File: config.mk
export PLATFORM = sky130hd
export DESIGN_NAME = cordic_atan2_mag
export DESIGN_NICKNAME = d
export VERILOG_FILES = /design/src/rtl/cordic_atan2_mag.sv
export SDC_FILE = /design/constraint.sdc
export NUM_CORES = 1
export LEC_CHECK = 0
export BUFFER_PORTS_ARGS = -buffer_cell sky130_fd_sc_hd__buf_2
export CAP_MARGIN = 15
export CORE_MARGIN = 2
export CORE_UTILIZATION = 50
export DETAILED_ROUTE_END_ITERATION = 16
export MAX_ROUTING_LAYER = met4
export PLACE_DENSITY = 0.75
export SKIP_LAST_GASP = 1
export SYNTH_ARGS = -nofsm -noshare
export SYNTH_HDL_FRONTEND = slang
export SYNTH_SLANG_ARGS = --single-unit
File: constraint.sdc
create_clock -name clk -period 10.38 [get_ports clk]
set_input_delay 1.557 -clock clk [delete_from_list [all_inputs] [get_ports clk]]
set_output_delay 1.557 -clock clk [all_outputs]
set_load 0.005 [all_outputs]
File: src/rtl/cordic_atan2_mag.sv
`default_nettype none
// ============================================================================
// Module   : cordic_atan2_mag
// Purpose  : 16-stage iterative vectoring CORDIC that returns atan2(y, x) and
//            the gain-compensated magnitude. CORDIC_ATAN_DEG_EN selects
//            integer-degree angle output instead of Q3.13 radians.
// Revision : 1.0  initial release
// ============================================================================
module cordic_atan2_mag #(
    parameter int ITER = 16,
    parameter int ZW   = 18,
    parameter int XW   = 20
) (
    input  logic               clk,
    input  logic               reset,
    input  logic               start,
    input  logic signed [15:0] x_in,
    input  logic signed [15:0] y_in,
    output logic signed [15:0] angle_out,
    output logic        [15:0] mag_out,
    output logic               busy,
    output logic               done
);

    localparam int                  c_KW       = $clog2(ITER);
    localparam logic signed [ZW-1:0] c_PI      = ZW'(51472);
    localparam logic [XW+15:0]      c_INV_GAIN = (XW+16)'(39797);
    localparam logic [XW+15:0]      c_MAG_RND  = (XW+16)'(32768);

    typedef enum logic [1:0] {
        ST_IDLE  = 2'd0,
        ST_ITER  = 2'd1,
        ST_SCALE = 2'd2
    } state_t;

    state_t                r_state;
    logic signed [XW-1:0]  r_x;
    logic signed [XW-1:0]  r_y;
    logic signed [ZW-1:0]  r_z;
    logic [c_KW-1:0]       r_k;
    logic                  r_zero;

    // round(atan(2^-k) * 2^14); the last entry rounds down to zero
    function automatic logic signed [ZW-1:0] atan_rom(input logic [c_KW-1:0] idx);
        case (int'(idx))
            0:       atan_rom = ZW'(12868);
            1:       atan_rom = ZW'(7596);
            2:       atan_rom = ZW'(4014);
            3:       atan_rom = ZW'(2037);
            4:       atan_rom = ZW'(1023);
            5:       atan_rom = ZW'(512);
            6:       atan_rom = ZW'(256);
            7:       atan_rom = ZW'(128);
            8:       atan_rom = ZW'(64);
            9:       atan_rom = ZW'(32);
            10:      atan_rom = ZW'(16);
            11:      atan_rom = ZW'(8);
            12:      atan_rom = ZW'(4);
            13:      atan_rom = ZW'(2);
            14:      atan_rom = ZW'(1);
            default: atan_rom = '0;
        endcase
    endfunction

    logic signed [XW-1:0] w_x_ext;
    logic signed [XW-1:0] w_y_ext;
    logic signed [XW-1:0] w_x_sh;
    logic signed [XW-1:0] w_y_sh;
    logic signed [ZW-1:0] w_atan;
    logic                 w_y_pos;
    logic [XW-1:0]        w_x_pos;
    logic [XW+15:0]       w_mag_prod;
    logic [XW-1:0]        w_mag_hi;
    logic [15:0]          w_mag_sat;
    logic signed [15:0]   w_angle;

    assign w_x_ext = XW'(x_in);
    assign w_y_ext = XW'(y_in);
    assign w_x_sh  = r_x >>> r_k;
    assign w_y_sh  = r_y >>> r_k;
    assign w_atan  = atan_rom(r_k);
    assign w_y_pos = ~r_y[XW-1];

    // x stays non-negative in vectoring mode; clamp defensively before scaling
    assign w_x_pos    = r_x[XW-1] ? '0 : r_x;
    assign w_mag_prod = (XW+16)'(w_x_pos) * c_INV_GAIN + c_MAG_RND;
    assign w_mag_hi   = XW'(w_mag_prod >> 16);
    assign w_mag_sat  = (|w_mag_hi[XW-1:16]) ? 16'hFFFF : w_mag_hi[15:0];

`ifdef CORDIC_ATAN_DEG_EN
    localparam logic signed [ZW+12:0] c_DEG_K   = (ZW+13)'(3667);
    localparam logic signed [ZW+12:0] c_DEG_RND = (ZW+13)'(524288);

    logic signed [ZW+12:0] w_deg_prod;

    assign w_deg_prod = (ZW+13)'(r_z) * c_DEG_K + c_DEG_RND;
    assign w_angle    = 16'(w_deg_prod >>> 20);
`else
    logic signed [ZW:0] w_z_rnd;

    assign w_z_rnd = (ZW+1)'(r_z) + (ZW+1)'(1);
    assign w_angle = 16'(w_z_rnd >>> 1);
`endif

    always_ff @(posedge clk or posedge reset) begin
        if (reset) begin
            r_state   <= ST_IDLE;
            r_x       <= '0;
            r_y       <= '0;
            r_z       <= '0;
            r_k       <= '0;
            r_zero    <= 1'b0;
            angle_out <= '0;
            mag_out   <= '0;
            busy      <= 1'b0;
            done      <= 1'b0;
        end else begin
            done <= 1'b0;
            case (r_state)
                ST_IDLE: begin
                    if (start) begin
                        // left half-plane inputs are folded into the right half by a pi rotation
                        r_x     <= x_in[15] ? -w_x_ext : w_x_ext;
                        r_y     <= x_in[15] ? -w_y_ext : w_y_ext;
                        r_z     <= x_in[15] ? (y_in[15] ? -c_PI : c_PI) : '0;
                        r_k     <= '0;
                        r_zero  <= (x_in == 16'sd0) && (y_in == 16'sd0);
                        busy    <= 1'b1;
                        r_state <= ST_ITER;
                    end
                end
                ST_ITER: begin
                    if (w_y_pos) begin
                        r_x <= r_x + w_y_sh;
                        r_y <= r_y - w_x_sh;
                        r_z <= r_z + w_atan;
                    end else begin
                        r_x <= r_x - w_y_sh;
                        r_y <= r_y + w_x_sh;
                        r_z <= r_z - w_atan;
                    end
                    r_k <= r_k + c_KW'(1);
                    if (r_k == c_KW'(ITER - 1)) begin
                        r_state <= ST_SCALE;
                    end
                end
                ST_SCALE: begin
                    angle_out <= r_zero ? 16'sd0 : w_angle;
                    mag_out   <= r_zero ? 16'd0  : w_mag_sat;
                    done      <= 1'b1;
                    busy      <= 1'b0;
                    r_state   <= ST_IDLE;
                end
                default: begin
                    r_state <= ST_IDLE;
                end
            endcase
        end
    end

endmodule
`default_nettype wire
==> out/qor.txt, run 1 <==
CP max FO - 38
WL/cell - 18.8 um
Final TNS setup - 0 ns
DIE WIDTH - 188 um
Starting Density - 50.7%
First-pass GRT wire length - 74300 um
CTS tree - built
Hold-fix buffers, CTS - 0
DR iter-0 viols - 1108
H-tree Lvls - 3
Startpoint Class - flop
Drt pass-1 iters - 5
Nets - 2293
Fill count - 3074
Largest delay share family, worst path - adder cells
Primary FF master, synth - dfrtp_1
Fmax achieved - 0.124 GHz
Vias in the first global route - 14190
Initial antenna violation count - 0
Post-Syn Nets - 2289
Register bit total from synthesis - 98
CP Buf/Inv Count - 8
DRC - 0
CTS Root Cell - clkbuf_16
Post-CTS setup buffers - 0
Die ar. - 35400 um^2
Yosys top cell area share - 14.8%
Post-Syn Area per Cell - 8.76 um^2
Clock Path Buffers - 2
Clock slew at reported path FFs - 0.08 ns
Asr flop ratio synth - 100%
GRT overflow - 0
Slowest Stage Delay on Critical Path - 0.84 ns
Final wirelength - 44900 um
# diodes - 0
Number of synthesized flops with an enable pin - 0
Vias post-DR - 14296
Post-synth top area cell - ha_1
Critical path type - reg -> reg
Die Span Y - 188 um
Largest cells by area after synthesis - ha_1, dfrtp_1, fa_1
Clock Latency Late Sink - 0.39 ns
Worst EP required - 10.70 ns
Global placement routability congestion - 0.976
Worst clock skew - 0.0161 ns
Unrepaired setup endpoints after global routing - no
Port Buffer Count - 68
Yosys cell types - 86
Share of cells above drive strength 1 - 9.47%
Core area - 33400 um^2
Post-synthesis instance total - 1934
Largest net degree at the start of global routing - 74
Std cell rows - 67
DR vias/cell - 5.98
Tmin final - 8.08 ns
Synth-to-Final Area Change - 5.07%
Critical Path Sink Type - flop
Status - finished clean
Final Hold Viols - 0
Routed Antenna Nets - 0
Fin crit share - 77.8%
HPWL after DPL - 35500 um
Synthesized cell area - 16900 um^2
I/O Pins - 69
CTS buffer count - 9
Least-Margin Pin Slew - 1.06 ns
Ys Warns - 0
Seq/Total Area, Yosys - 14.5%
Worst Hold Class - reg -> reg
Max-cap violations - 0
TritonCTS Sinks - 98
Post_cts resized - 0
Worst relative slew slack - 29.1%
CP max-delay cell - o21ai_1
Slew Limit Fails - 0
Critical path arrival - 8.40 ns
Critical-path cell list - buf_4 > clkinv_1 > nand2_1 > inv_1 > fa_1 > inv_1 > fa_1 > inv_1 > fa_1 > fa_1 > fa_1 > inv_1 > fa_1 > inv_1 > ha_1 > nand4_1 > nor2_1 > inv_1 > o211ai_1 > o211ai_1 > a31oi_1 > a211oi_1 > o21ai_1 > o221a_2
Gr usage total - 27.0%
Final setup violation count - 0
routing by layer:
layer | vias to the layer above | wire, um | GRT usage (%)
met5 | - | 0 | -
met4 | 0 | 1050 | 7.84
met1 | 6897 | 19800 | 35.8
met2 | 562 | 20200 | 41.4
li1 | 6761 | - | -
met3 | 76 | 3850 | 6.20
sequential cells by signal, summed over array words and instances, names as in the netlist, 2 cells and up:
name and flops:
mag_out 16, r_k 4, r_x 20, angle_out 16
r_z 17, r_y 20, r_state 2
synth_stat cells (all sizes together) (45+ instances only):
master    n
xnor2    72
ha      201
dfrtp    98
clkbuf   55
nor2    140
fa      119
o21ai   110
a21oi    82
inv     241
xor2     82
nand2   162
mux4     45
path summary, 6_finish.rpt:
check,startpoint,end,slack (ns),cells past startpoint
setup / recovery,r_x[19],mag_out[2],2.30,24
hold / removal,angle_out[2],angle_out[2],0.47,2
setup reg to reg,r_x[19],mag_out[2],2.30,24
hold reg to reg,angle_out[2],angle_out[2],0.47,2
max in group asynchronous,reset,r_k[2],7.89,3
min in group asynchronous,reset,r_z[8],1.14,2
tightest hold or removal path, delay by kind of cell (launching register included):
kind               cells  cell delay [ns]
AOI/OAI and AO/OA      1             0.05
and+or+nand+nor        1             0.04
DFF                    1             0.34
stage by stage:
| stage | util [%] | cells | setup WS (ns) | instance area, um^2 | hold slack [ns] |
|---|---|---|---|---|---|
| finish | 53.2 | 2391 | 2.30 | 17800 | 0.472 |
| global route | 53.2 | 2391 | 1.76 | 17800 | 0.498 |
| CTS | 53.2 | 2391 | 2.44 | 17800 | 0.481 |
| detailed placement | 52.3 | 2375 | 2.50 | 17500 | 0.466 |
| global placement | 52.3 | 2375 | 2.73 | 17500 | 0.457 |
| floorplan | - | 1934 | 3.69 | 16900 | 0.473 |
layout make-up:
class	count	area (um^2)	share of cell area, %
Clock inverter	6	57.6	0.323
Tap cell	448	561	3.15
Multi-Input combinational cell	1505	13100	73.8
Inverter	243	915	5.14
Clock buffer	10	239	1.34
Timing Repair Buffer	81	438	2.46
Sequential cell	98	2460	13.8
placed cells by master, fill, tap and decap left out, types with 17 or more instances in the layout:
cell type,Yosys,layout
a21o_1,25,25
a21oi_1,82,82
a31oi_1,19,19
and2_1,19,19
buf_2,6,68
dfrtp_1,98,94
fa_1,119,119
ha_1,201,201
inv_1,240,239
mux2i_1,38,38
mux4_1,19,19
mux4_2,26,26
nand2_1,161,160
nand2b_1,18,18
nand3_1,33,33
nor2_1,139,138
nor2b_1,34,33
nor3_1,32,32
o211ai_1,34,34
o21a_1,18,18
o21ai_0,107,107
or3_1,17,17
xnor2_1,72,72
xor2_1,82,82
cells by family (layout without fill, tap and decap cells):
| kind of cell | count (synthesis) | count (layout) | share of synthesized area [%] |
|---|---|---|---|
| XOR/XNOR | 154 | 154 | 7.96 |
| AO/OA/AOI/OAI | 412 | 412 | 16.1 |
| AND/OR/NAND/NOR | 518 | 518 | 14.5 |
| multiplexers | 101 | 101 | 10.0 |
| buffers and inverters | 331 | 340 | 8.07 |
| adder cells (fa/ha/maj) | 320 | 320 | 28.9 |
| flip-flops | 98 | 98 | 14.5 |
Power of run 1 is not shown: default switching activity piles up to over one toggle a cycle in this logic, so the estimate is an artifact.
==> run 2, diff against run 1 <==
clock period = 8.06 ns   (was 10.38 ns; I/O delays follow)
==> run 2 against run 1 <==
Effect of this change:
- clock skew decreased by 0.0027 ns
- sequential share of layout area decreased by 0.074 points
- critical endpoint is now mag_out[14]
- first-iteration DRC count increased by 22%
- wire length increased by 1.6%
- via count increased by 0.15%
- core utilization increased by 0.29 points
- clock-buffer cell count increased by 2
- setup slack got worse by 1.7 ns
- critical path depth unchanged
- largest cell class unchanged
- worst hold slack got worse by 0.0016 ns
==> out/qor.txt, run 2 (synthesis gave the netlist of run 1 again) <==
GRT overflow - 0
Critical path arrival - 7.79 ns
Core area - 33400 um^2
Final setup violation count - 0
Global placement routability congestion - 1.01
CP max FO - 16
Critical Path Sink Type - flop
CTS buffer count - 9
DR iter-0 viols - 1351
R2r setup slk - 0.58 ns
Hold-fix buffers, CTS - 0
Unrepaired setup endpoints after global routing - no
Clock Latency Late Sink - 0.38 ns
Most common cell after layout, fill and taps aside - inv_1
Hold Path End - angle_out[7]
Largest net degree at the start of global routing - 67
Critical R2R Launch - r_x[19]
WL/cell - 19.0 um
First-pass GRT wire length - 74600 um
DR vias/cell - 5.97
Gr usage total - 27.4%
Fin crit share - 92.8%
Startpoint Class - flop
Max-cap violations - 0
Slowest Stage Delay on Critical Path - 0.66 ns
Least-Margin Pin Slew - 1.13 ns
Clock Path Buffers - 2
Post-CTS setup buffers - 0
RR Endpoint - mag_out[14]
Initial antenna violation count - 0
Std cell rows - 67
Worst clock skew - 0.0134 ns
Die Span Y - 188 um
Worst relative slew slack - 23.0%
Slew Limit Fails - 0
Worst Hold Path Cells - 2
Most frequent cells in the layout - inv_1, ha_1, nand2_1
CTS Root Cell - clkbuf_16
H-tree Lvls - 3
CP max-delay cell - dfrtp_1
Fill count - 3051
Final wirelength - 45600 um
Share of cells above drive strength 1 - 9.79%
Die ar. - 35400 um^2
HP Start - angle_out[7]
Worst reg2reg path depth - 24
Worst Hold Class - reg -> reg
Final TNS setup - 0 ns
Regs by FF count - r_x: 20 flops, r_y: 20 flops, r_z: 17 flops
Clock slew at reported path FFs - 0.08 ns
HPWL after DPL - 36100 um
Routed Antenna Nets - 0
Post_cts resized - 0
Vias post-DR - 14318
I/O Pins - 69
Critical path type - reg -> reg
Worst EP required - 8.37 ns
Drt pass-1 iters - 6
Fmax achieved - 0.134 GHz
Status - finished clean
Tmin final - 7.48 ns
Port Buffer Count - 68
DRC - 0
Critical-path cell list - clkinv_1 > nand2_1 > inv_1 > fa_1 > inv_1 > fa_1 > inv_1 > fa_1 > fa_1 > fa_1 > inv_1 > fa_1 > inv_1 > ha_1 > nand4_1 > nor2_1 > inv_1 > o211ai_1 > a41oi_1 > o21ai_0 > a21oi_1 > o21ai_1 > buf_4 > o221a_2
Vias in the first global route - 14165
Starting Density - 50.7%
TritonCTS Sinks - 98
DIE WIDTH - 188 um
Nets - 2301
Final Hold Viols - 0
Synth-to-Final Area Change - 5.64%
CTS tree - built
==> run 2: how the worst max path moves through the flow <==
stage / startpoint / to / cells after the start
finish: r_x[19] / mag_out[14] / 24
detailed placement: r_x[19] / mag_out[14] / 24
floorplan: r_x[19] / mag_out[1] / 25
global placement: r_x[19] / mag_out[3] / 24
CTS: r_x[19] / mag_out[14] / 24
global route: r_x[19] / mag_out[12] / 24
==> run 2: metal layers <==
metal	vias to the layer above	GRT usage, %	part of all wire [%]
met5	-	-	0
met1	6901	36.2	44
met4	0	6.87	2.3
met2	547	42.4	46
met3	89	6.25	8.2
li1	6781	-	-
==> run 2: layout make-up <==
cell class                      instances  area, um^2  share of cell area, %
Clock inverter                          4        73.8                  0.412
Clock buffer                           12         256                   1.43
Sequential cell                        98        2460                   13.7
Timing Repair Buffer                   89         498                   2.78
Multi-Input combinational cell       1505       13100                   73.4
Inverter                              243         915                   5.11
Tap cell                              448         561                   3.13
Antenna cell                            1        2.50                 0.0140
==> run 2: per-stage QoR <==
stage	worst slack [ns]	utilization (%)	instance area [um^2]	std cells	hold slack (ns)
CTS	0.688	53.5	17900	2399	0.479
floorplan	1.37	-	16900	1934	0.473
global route	0.0476	53.5	17900	2399	0.497
detailed placement	0.728	52.5	17600	2383	0.465
global placement	0.936	52.5	17600	2383	0.457
finish	0.581	53.5	17900	2400	0.471
==> run 2: critical path: cells and delay by family (launching register included) <==
| family | cells | cell delay, ns |
|---|---|---|
| AO/OA/AOI/OAI | 6 | 1.67 |
| buffers and inverters | 8 | 1.07 |
| AND/OR/NAND/NOR | 3 | 0.59 |
| flip-flops | 1 | 0.66 |
| adder cells (fa/ha/maj) | 7 | 3.41 |
Power of run 2 is left out for the same reason.
